**src/rtl/multicycle_ctrl.sv**
```systemverilog
// rtl/multicycle_ctrl.sv - multicycle MIPS control FSM with shared memory port and memory-wait timeout
//
// Sequences fetch/decode/execute/memory/writeback for lw, sw, beq, ori, R-type,
// jrsal, baln and jmnor over one shared memory port and one ALU. Waits on the
// memory handshake in FETCH/MEMRD/MEMWR/JMNOR_RD and aborts to FETCH when the
// wait reaches MEM_TIMEOUT cycles.
//
// Ports:
//   clk, rst_n            clock, async active-low reset
//   opcode, funct         instruction fields, sampled in DECODE only
//   zero                  ALU zero flag (consumed by the datapath through pcwritecond)
//   nsignal_q             registered negative flag, baln condition
//   mem_ready             memory completes the current access this cycle
//   pcwrite .. alusrca    1-bit datapath enables/selects
//   memtoreg, regdst, alusrcb, aluop, pcsource   2-bit mux selects
//   instr_done            one-cycle pulse on instruction retire
//   mem_err               one-cycle pulse on memory timeout
//   state_o               current state encoding
module multicycle_ctrl #(
  parameter logic [5:0] JMNOR_FUNCT = 6'h27,
  parameter int         MEM_TIMEOUT = 16
) (
  input  logic       clk,
  input  logic       rst_n,
  input  logic [5:0] opcode,
  input  logic [5:0] funct,
  input  logic       zero,
  input  logic       nsignal_q,
  input  logic       mem_ready,
  output logic       pcwrite,
  output logic       pcwritecond,
  output logic       iord,
  output logic       memread,
  output logic       memwrite,
  output logic       irwrite,
  output logic       regwrite,
  output logic       alusrca,
  output logic [1:0] memtoreg,
  output logic [1:0] regdst,
  output logic [1:0] alusrcb,
  output logic [1:0] aluop,
  output logic [1:0] pcsource,
  output logic       instr_done,
  output logic       mem_err,
  output logic [3:0] state_o
);

  localparam int CW = $clog2(MEM_TIMEOUT + 1);

  localparam logic [5:0] OP_RTYPE = 6'b000000;
  localparam logic [5:0] OP_LW    = 6'b100011;
  localparam logic [5:0] OP_SW    = 6'b101011;
  localparam logic [5:0] OP_BEQ   = 6'b000100;
  localparam logic [5:0] OP_ORI   = 6'b001101;
  localparam logic [5:0] OP_JRSAL = 6'b010001;
  localparam logic [5:0] OP_BALN  = 6'b011001;

  typedef enum logic [3:0] {
    S_FETCH    = 4'd0,
    S_DECODE   = 4'd1,
    S_MEMADR   = 4'd2,
    S_MEMRD    = 4'd3,
    S_MEMWB    = 4'd4,
    S_MEMWR    = 4'd5,
    S_EXEC     = 4'd6,
    S_RWB      = 4'd7,
    S_BEQ      = 4'd8,
    S_ORIEX    = 4'd9,
    S_ORIWB    = 4'd10,
    S_JRSAL    = 4'd11,
    S_BALN     = 4'd12,
    S_JMNOR_A  = 4'd13,
    S_JMNOR_RD = 4'd14,
    S_JMNOR_J  = 4'd15
  } state_t;

  state_t        state, state_nx;
  logic [CW-1:0] wait_cnt;
  logic          is_lw;
  logic          mem_state;
  logic          timeout;

  // The branch comparison itself happens in the datapath (pcwritecond & zero),
  // so the flag is not needed here.
  logic unused_zero;
  assign unused_zero = zero;

  assign mem_state = (state == S_FETCH) || (state == S_MEMRD) ||
                     (state == S_MEMWR) || (state == S_JMNOR_RD);

  // A ready on the timeout cycle is a normal completion, hence the !mem_ready term.
  assign timeout = mem_state && !mem_ready && (wait_cnt == CW'(MEM_TIMEOUT));

  assign state_o = state;

  always_ff @(posedge clk or negedge rst_n) begin
    if (!rst_n) begin
      state    <= S_FETCH;
      wait_cnt <= '0;
      is_lw    <= 1'b0;
    end else begin
      state <= state_nx;
      // Every way out of a memory state (completion, timeout) and every
      // non-memory state leaves the counter at zero, so entry always starts clean.
      if (mem_state && !mem_ready && !timeout)
        wait_cnt <= wait_cnt + 1'b1;
      else
        wait_cnt <= '0;
      // MEMADR needs lw/sw after the opcode is no longer guaranteed stable.
      if (state == S_DECODE)
        is_lw <= (opcode == OP_LW);
    end
  end

  always_comb begin
    state_nx    = state;
    pcwrite     = 1'b0;
    pcwritecond = 1'b0;
    iord        = 1'b0;
    memread     = 1'b0;
    memwrite    = 1'b0;
    irwrite     = 1'b0;
    regwrite    = 1'b0;
    alusrca     = 1'b0;
    memtoreg    = 2'b00;
    regdst      = 2'b00;
    alusrcb     = 2'b00;
    aluop       = 2'b00;
    pcsource    = 2'b00;
    instr_done  = 1'b0;
    mem_err     = 1'b0;

    case (state)
      S_FETCH: begin
        memread = 1'b1;
        alusrcb = 2'b01;
        irwrite = mem_ready;
        pcwrite = mem_ready;
        if (mem_ready) state_nx = S_DECODE;
      end
      S_DECODE: begin
        alusrcb = 2'b11;
        case (opcode)
          OP_LW, OP_SW: state_nx = S_MEMADR;
          OP_RTYPE:     state_nx = (funct == JMNOR_FUNCT) ? S_JMNOR_A : S_EXEC;
          OP_BEQ:       state_nx = S_BEQ;
          OP_ORI:       state_nx = S_ORIEX;
          OP_JRSAL:     state_nx = S_JRSAL;
          OP_BALN:      state_nx = S_BALN;
          default:      state_nx = S_FETCH;
        endcase
      end
      S_MEMADR: begin
        alusrca  = 1'b1;
        alusrcb  = 2'b10;
        state_nx = is_lw ? S_MEMRD : S_MEMWR;
      end
      S_MEMRD: begin
        memread = 1'b1;
        iord    = 1'b1;
        if (mem_ready) state_nx = S_MEMWB;
      end
      S_MEMWB: begin
        regwrite   = 1'b1;
        memtoreg   = 2'b01;
        instr_done = 1'b1;
        state_nx   = S_FETCH;
      end
      S_MEMWR: begin
        memwrite = 1'b1;
        iord     = 1'b1;
        if (mem_ready) begin
          instr_done = 1'b1;
          state_nx   = S_FETCH;
        end
      end
      S_EXEC: begin
        alusrca  = 1'b1;
        aluop    = 2'b10;
        state_nx = S_RWB;
      end
      S_RWB: begin
        regwrite   = 1'b1;
        regdst     = 2'b01;
        instr_done = 1'b1;
        state_nx   = S_FETCH;
      end
      S_BEQ: begin
        alusrca     = 1'b1;
        aluop       = 2'b01;
        pcwritecond = 1'b1;
        pcsource    = 2'b01;
        instr_done  = 1'b1;
        state_nx    = S_FETCH;
      end
      S_ORIEX: begin
        alusrca  = 1'b1;
        alusrcb  = 2'b10;
        aluop    = 2'b11;
        state_nx = S_ORIWB;
      end
      S_ORIWB: begin
        regwrite   = 1'b1;
        instr_done = 1'b1;
        state_nx   = S_FETCH;
      end
      S_JRSAL: begin
        pcwrite    = 1'b1;
        pcsource   = 2'b11;
        regwrite   = 1'b1;
        regdst     = 2'b10;
        memtoreg   = 2'b10;
        instr_done = 1'b1;
        state_nx   = S_FETCH;
      end
      S_BALN: begin
        // Link and branch only when negative; the instruction retires either way.
        pcwrite    = nsignal_q;
        regwrite   = nsignal_q;
        pcsource   = 2'b01;
        regdst     = 2'b10;
        memtoreg   = 2'b10;
        instr_done = 1'b1;
        state_nx   = S_FETCH;
      end
      S_JMNOR_A: begin
        alusrca  = 1'b1;
        aluop    = 2'b11;
        state_nx = S_JMNOR_RD;
      end
      S_JMNOR_RD: begin
        memread = 1'b1;
        iord    = 1'b1;
        if (mem_ready) state_nx = S_JMNOR_J;
      end
      S_JMNOR_J: begin
        pcwrite    = 1'b1;
        pcsource   = 2'b10;
        instr_done = 1'b1;
        state_nx   = S_FETCH;
      end
      default: state_nx = S_FETCH;
    endcase

    // Abort: drop every architectural write this cycle and restart from fetch.
    if (timeout) begin
      irwrite  = 1'b0;
      pcwrite  = 1'b0;
      regwrite = 1'b0;
      memwrite = 1'b0;
      mem_err  = 1'b1;
      state_nx = S_FETCH;
    end
  end

endmodule
```
**config.mk**
```make
export PLATFORM = sky130hd
export DESIGN_NAME = multicycle_ctrl
export DESIGN_NICKNAME = d
export VERILOG_FILES = /design/src/rtl/multicycle_ctrl.sv
export SDC_FILE = /design/constraint.sdc
export NUM_CORES = 1
export LEC_CHECK = 0
export ABC_AREA = 0
export ABC_CLOCK_PERIOD_IN_PS = 3020
export BUFFER_PORTS_ARGS = -buffer_cell sky130_fd_sc_hd__buf_2
export CORE_UTILIZATION = 38
export CTS_CLUSTER_DIAMETER = 200
export DETAILED_ROUTE_END_ITERATION = 8
export HOLD_SLACK_MARGIN = 0.03
export PLACE_DENSITY = 0.65
export SETUP_SLACK_MARGIN = 0.5
export SYNTH_ARGS = -nofsm -noshare
export SYNTH_HDL_FRONTEND = slang
export SYNTH_SLANG_ARGS = --single-unit
```
**constraint.sdc**
```tcl
create_clock -name clk -period 3.02 [get_ports clk]
set_clock_uncertainty 0.2 [all_clocks]
set_input_delay 0.453 -clock clk [delete_from_list [all_inputs] [get_ports clk]]
set_output_delay 0.453 -clock clk [all_outputs]
set_load 0.01 [all_outputs]
```
# Word level (Yosys, flattened, before mapping)
# Cells that the tools add are included.
dict set report totals {
  regBits 10
  latchBits 0
  mem_bits_rw 0
  romBits 0
  output_inout_bits 24
  elab_cells 83
  memories 0
}
dict set report op_classes {
  addsub 1
  multipliers 0
  div 0
  n_lt_le_gt_ge 0
  eq_ne 27
  n_shift 0
  n_mux 30
  n_bitwise 0
  reduce_logical 22
}
# operator count
set op_table {}
lappend op_table {{$pmux 4 s10} 1}
lappend op_table {{$eq 4x4->1 const B} 8}
lappend op_table {{$mux 4} 6}
lappend op_table {{$pmux 4 s6} 1}
lappend op_table {{$eq 6x6->1 const B} 3}
lappend op_table {{$pmux 2 s3} 3}
lappend op_table {{$eq 4x3->1 const B} 4}
lappend op_table {{$eq 6x5->1 const B} 2}
lappend op_table {{$mux 1} 12}
lappend op_table {{$ne 3x3->1 const B} 4}
lappend op_table {{$reduce_or 2->1} 6}
lappend op_table {{$eq 4x2->1 const B} 2}
lappend op_table {{$pmux 2 s2} 2}
lappend op_table {{$reduce_or 7->1} 1}
lappend op_table {{$eq 6x3->1 const B} 1}
lappend op_table {{$eq 6x4->1 const B} 1}
lappend op_table {{$logic_not 6->1} 1}
lappend op_table {{$reduce_or 3->1} 2}
lappend op_table {{$add 5x1->5 const B} 1}
lappend op_table {{$eq 5x5->1 const B} 1}
lappend op_table {{$mux 5} 1}
lappend op_table {{$reduce_or 5->1} 1}
lappend op_table {{$eq 4x1->1 const B} 1}
lappend op_table {{$logic_not 4->1} 1}
lappend op_table {{other kinds (8)} 14}

# Longest topological paths before layout
dict set report logic_depth {
  word_depth 9
  mapped_depth 6
}

# Worst setup path after synthesis
# Ideal clock, no wire load.
dict set report synth_timing {
  path_type {register -> output}
  startpoint {register state[3], in the netlist state_o[3]}
  endpoint {output mem_err}
  t_arrival_ns 1.525
  required_time_ns 2.367
  setup_slack_ns 0.842
  stages_incl_launch_ff 6
  n_path_buf 1
  path_cell_list {dfrtp_1 buf_6 or4_4 o21ai_0 o21ai_0 nor2_1}
}
dict set report synth_between {
  elab_chain_cells 7
  word_cells_on_any_way 10
  cone_classes {3 x eq/ne; 1 x mux; 6 x reduce/logical}
}
# item line_no
set synth_rtl {}
lappend synth_rtl {{start, declared} 77} ;# state_t state, state_nx;
lappend synth_rtl {{start signal, assigned} 102} ;# state <= state_nx;
lappend synth_rtl {{$eq 4x2->1 or $logic_not 4->1 (tied branches)} 88} ;# assign mem_state = (state == S_FETCH) || (state == S_MEMRD) ||
lappend synth_rtl {{$logic_or 1x1->1 (2 in series)} 88}
lappend synth_rtl {{$logic_or 1x1->1 *} 89} ;# (state == S_MEMWR) || (state == S_JMNOR_RD);
lappend synth_rtl {{$logic_and 1x1->1 * (2 in series)} 92} ;# assign timeout = mem_state && !mem_ready && (wait_cnt == CW'(MEM_TIMEOUT));
lappend synth_rtl {{$mux 1 *} 246} ;# if (timeout) begin
lappend synth_rtl {{end, declared} 44} ;# output logic mem_err,
# Mark *: on every way between the ends. The rest lies on a longest branch, timed or not.

# Worst setup path after layout
# Ends and elaborated chain as after synthesis.

==> results.tsv <==
stage	metric	value	unit
status	status	finished, final reports clean	
die	Die H	54.2	µm
final_layout	fill cell count	261	
timing	Setup violations, final	0	
synthesis	Seq/Total Area, Yosys	24.2	%
critical_path	CP Max Fanout	11	
final_layout	Synth-to-Final Area Change	31.4	%
die	row count	18	
power_and_ir_drop	Pwr Density	620	nW/µm²
place	GPL Wtd Cong	0.813	
place	# port buffers	39	
timing	post-route clock period utilization	79.7	%
synthesis	Post-Syn Instances	134	
synthesis	Mapped Nets	153	
routing	Via density	5.51	
synthesis	EDFF count, synth	0	
critical_path	Setup CP Type	register to output pin	
routing	routed wire length per instance	12.7	µm
power_and_ir_drop	Leakage	0.687	nW
die	num ports	41	
flow_run	Max-Cap Viols	0	
place	Final HPWL DP	1.94	mm
global_routing	GRT Total Usage	20.2	%
routing	First-pass DRT Iterations	4	
timing	Worst Hold Slack	295	ps
global_routing	antenna violations before repair	0	
synthesis	Async S/R FF share, synth	100	%
timing	Fmax	416	MHz
timing	min Tclk post-route	2410	ps
routing	Iter 0 DRT Violations	27	
timing	Final Max Tran Viols	0	
clock_network	Clock Latency Late Sink	260	ps
final_layout	most common cell after layout, fill and taps aside	buf_2	
hold_path	class of the tightest hold or removal check	register to register	
timing	RSZ-0062 raised after global routing	no	
final_layout	Antenna diodes	0	
clock_network	CTS tree	done	
clock_network	Clk pin slew, worst setup/hold paths	60	ps
critical_path	Critical Path End Type	output pin	
synthesis	Synth warnings	0	
clock_network	Root Buffer Master	clkbuf_4	
critical_path	crit path launch type	register	
die	Initial Util	41.0	%
synthesis	Cell Area, Synth	1030	µm²
clock_network	Max Root-Sink Buffers	2	
final_layout	fin cells	210	
clock_network	H-tree depth	1	
clock_network	clk sink count	10	
routing	via count	1157	
die	DIE AREA	2940	µm²
timing	Final Hold Viols	0	
routing	Routed WL	2.66	mm
critical_path	CP required	2370	ps
timing	worst slew pin tran	420	ps
place	dpl cells	197	
final_layout	most frequent cells in the layout	40 x buf_2, 20 x nor2_1, 8 x buf_4	
routing	DRT antenna net count	0	
die	Chip Width	54.2	µm
synthesis	Syn Area/Cell	7.72	µm²
die	area of the core	2520	µm²
global_routing	vias in the first global route	1026	
final_layout	share of layout cells above drive strength 1	38.3	%
global_routing	largest net degree at the start of global routing	20	
global_routing	remaining global-route overflow	0	
power_and_ir_drop	peak supply drop	0.000478	V
final_layout	nets@finish	200	
critical_path	crit path DAT	1750	ps
synthesis	Unique masters post-synth	52	
clock_network	total CTS buffers	3	
synthesis	Yosys reg bits	10	
timing	Setup Total Neg Slack	0	ps
synthesis	Post-synth top flop	dfrtp_1	
timing	Slew Limit Headroom	71.8	%
global_routing	first-pass GRT wire length	4.35	mm
routing	DRC	0	
## per-layer routing
layer | up-vias | global-route usage [%] | part of all wire [%]
met1 | 535 | 24.6 | 45
met4 | 0 | 5.56 | 0.71
met3 | 3 | 2.26 | 5.0
met2 | 36 | 36.8 | 49
li1 | 583 | - | -
met5 | - | 0 | 0
## sequential cells by signal, summed over array words and instances (netlist names)
register  cells
state_o       4
wait_cnt      5
is_lw         1
## synthesized netlist by cell type, types with 2 or more instances
| master | n | area [µm²] |
|---|---|---|
| nand2_1 | 5 | 18.8 |
| o31ai_1 | 2 | 15.0 |
| a21o_1 | 3 | 22.5 |
| nor4_1 | 3 | 18.8 |
| dfrtp_1 | 10 | 250 |
| o211ai_1 | 3 | 22.5 |
| inv_1 | 5 | 18.8 |
| and4b_1 | 2 | 20.0 |
| and2_1 | 2 | 12.5 |
| ha_1 | 2 | 25.0 |
| nand3_1 | 4 | 20.0 |
| a21oi_1 | 4 | 20.0 |
| a211oi_1 | 2 | 15.0 |
| and3b_1 | 2 | 17.5 |
| and3_1 | 4 | 25.0 |
| clkbuf_1 | 3 | 11.3 |
| nor2b_1 | 4 | 25.0 |
| nor3b_1 | 2 | 15.0 |
| nor2_1 | 20 | 75.1 |
| or2_2 | 2 | 12.5 |
| o21ai_0 | 9 | 45.0 |
| nor3_1 | 3 | 15.0 |
| nand2b_1 | 6 | 37.5 |
| xor2_1 | 2 | 17.5 |
| o21a_1 | 3 | 22.5 |
## report_power, final
| group | switching, mW | leakage [nW] | internal (mW) |
|---|---|---|---|
| combinational | 0.293 | 0.534 | 0.237 |
| clock | 0.0440 | 0.0210 | 0.0732 |
| sequential | 0.0340 | 0.132 | 0.162 |
## path summary, 6_finish.rpt
check                           depth (start not counted)          end  slack (ps)        start
worst max-delay path                                    5      mem_err         610   state_o[3]
worst min-delay path                                    1  wait_cnt[0]         290  wait_cnt[0]
worst max register to register                          5   state_o[2]         940   state_o[2]
worst min register to register                          1  wait_cnt[0]         290  wait_cnt[0]
max in group asynchronous                               2   state_o[3]        2060        rst_n
min in group asynchronous                               2   state_o[0]         360        rst_n
## metrics by stage
stage	cell area [µm²]	worst slack, ps	power, mW	utilization [%]
after global placement	1240	599	0.642	49.0
after CTS	1340	505	0.826	53.3
after detailed placement	1240	552	0.653	49.0
after global routing	1360	541	0.923	53.9
final	1360	614	0.843	53.9
after floorplan	1030	842	0.514	-
## cell type report
cell class | count | area (µm²) | share of cell area, %
Multi-Input combinational cell | 111 | 739 | 54.4
Timing Repair Buffer | 49 | 270 | 19.9
Sequential cell | 10 | 254 | 18.7
Tap cell | 30 | 37.5 | 2.76
Clock buffer | 4 | 36.3 | 2.67
Inverter | 6 | 22.5 | 1.66
## timing repair
action / CTS / global route
gates resized for setup: 4 / 5
setup endpoints to repair: 2 / 2
hold endpoints to repair: 10 / 0
setup buffers: 8 / 0
hold buffers: 1 / 0
## kinds of logic (layout without fill, tap and decap cells)
logic type | after synthesis | after routing | synth area share (%)
muxes | 1 | 1 | 1.09
AOI/OAI and AO/OA | 36 | 36 | 24.3
buffers and inverters | 13 | 59 | 5.92
and+or+nand+nor | 69 | 69 | 39.5
adders and majority gates | 2 | 2 | 2.42
xor gates and xnor gates | 3 | 3 | 2.54
DFF | 10 | 10 | 24.2
## worst max-delay path, cell delays in order, from the launching register on
cell and delay [ps]:
dfrtp_2 480, or4_4 550, o21ai_2 120, o21ai_2 90, nor2_1 100, buf_2 140
Note: power is estimated with default switching activity, not from simulation.
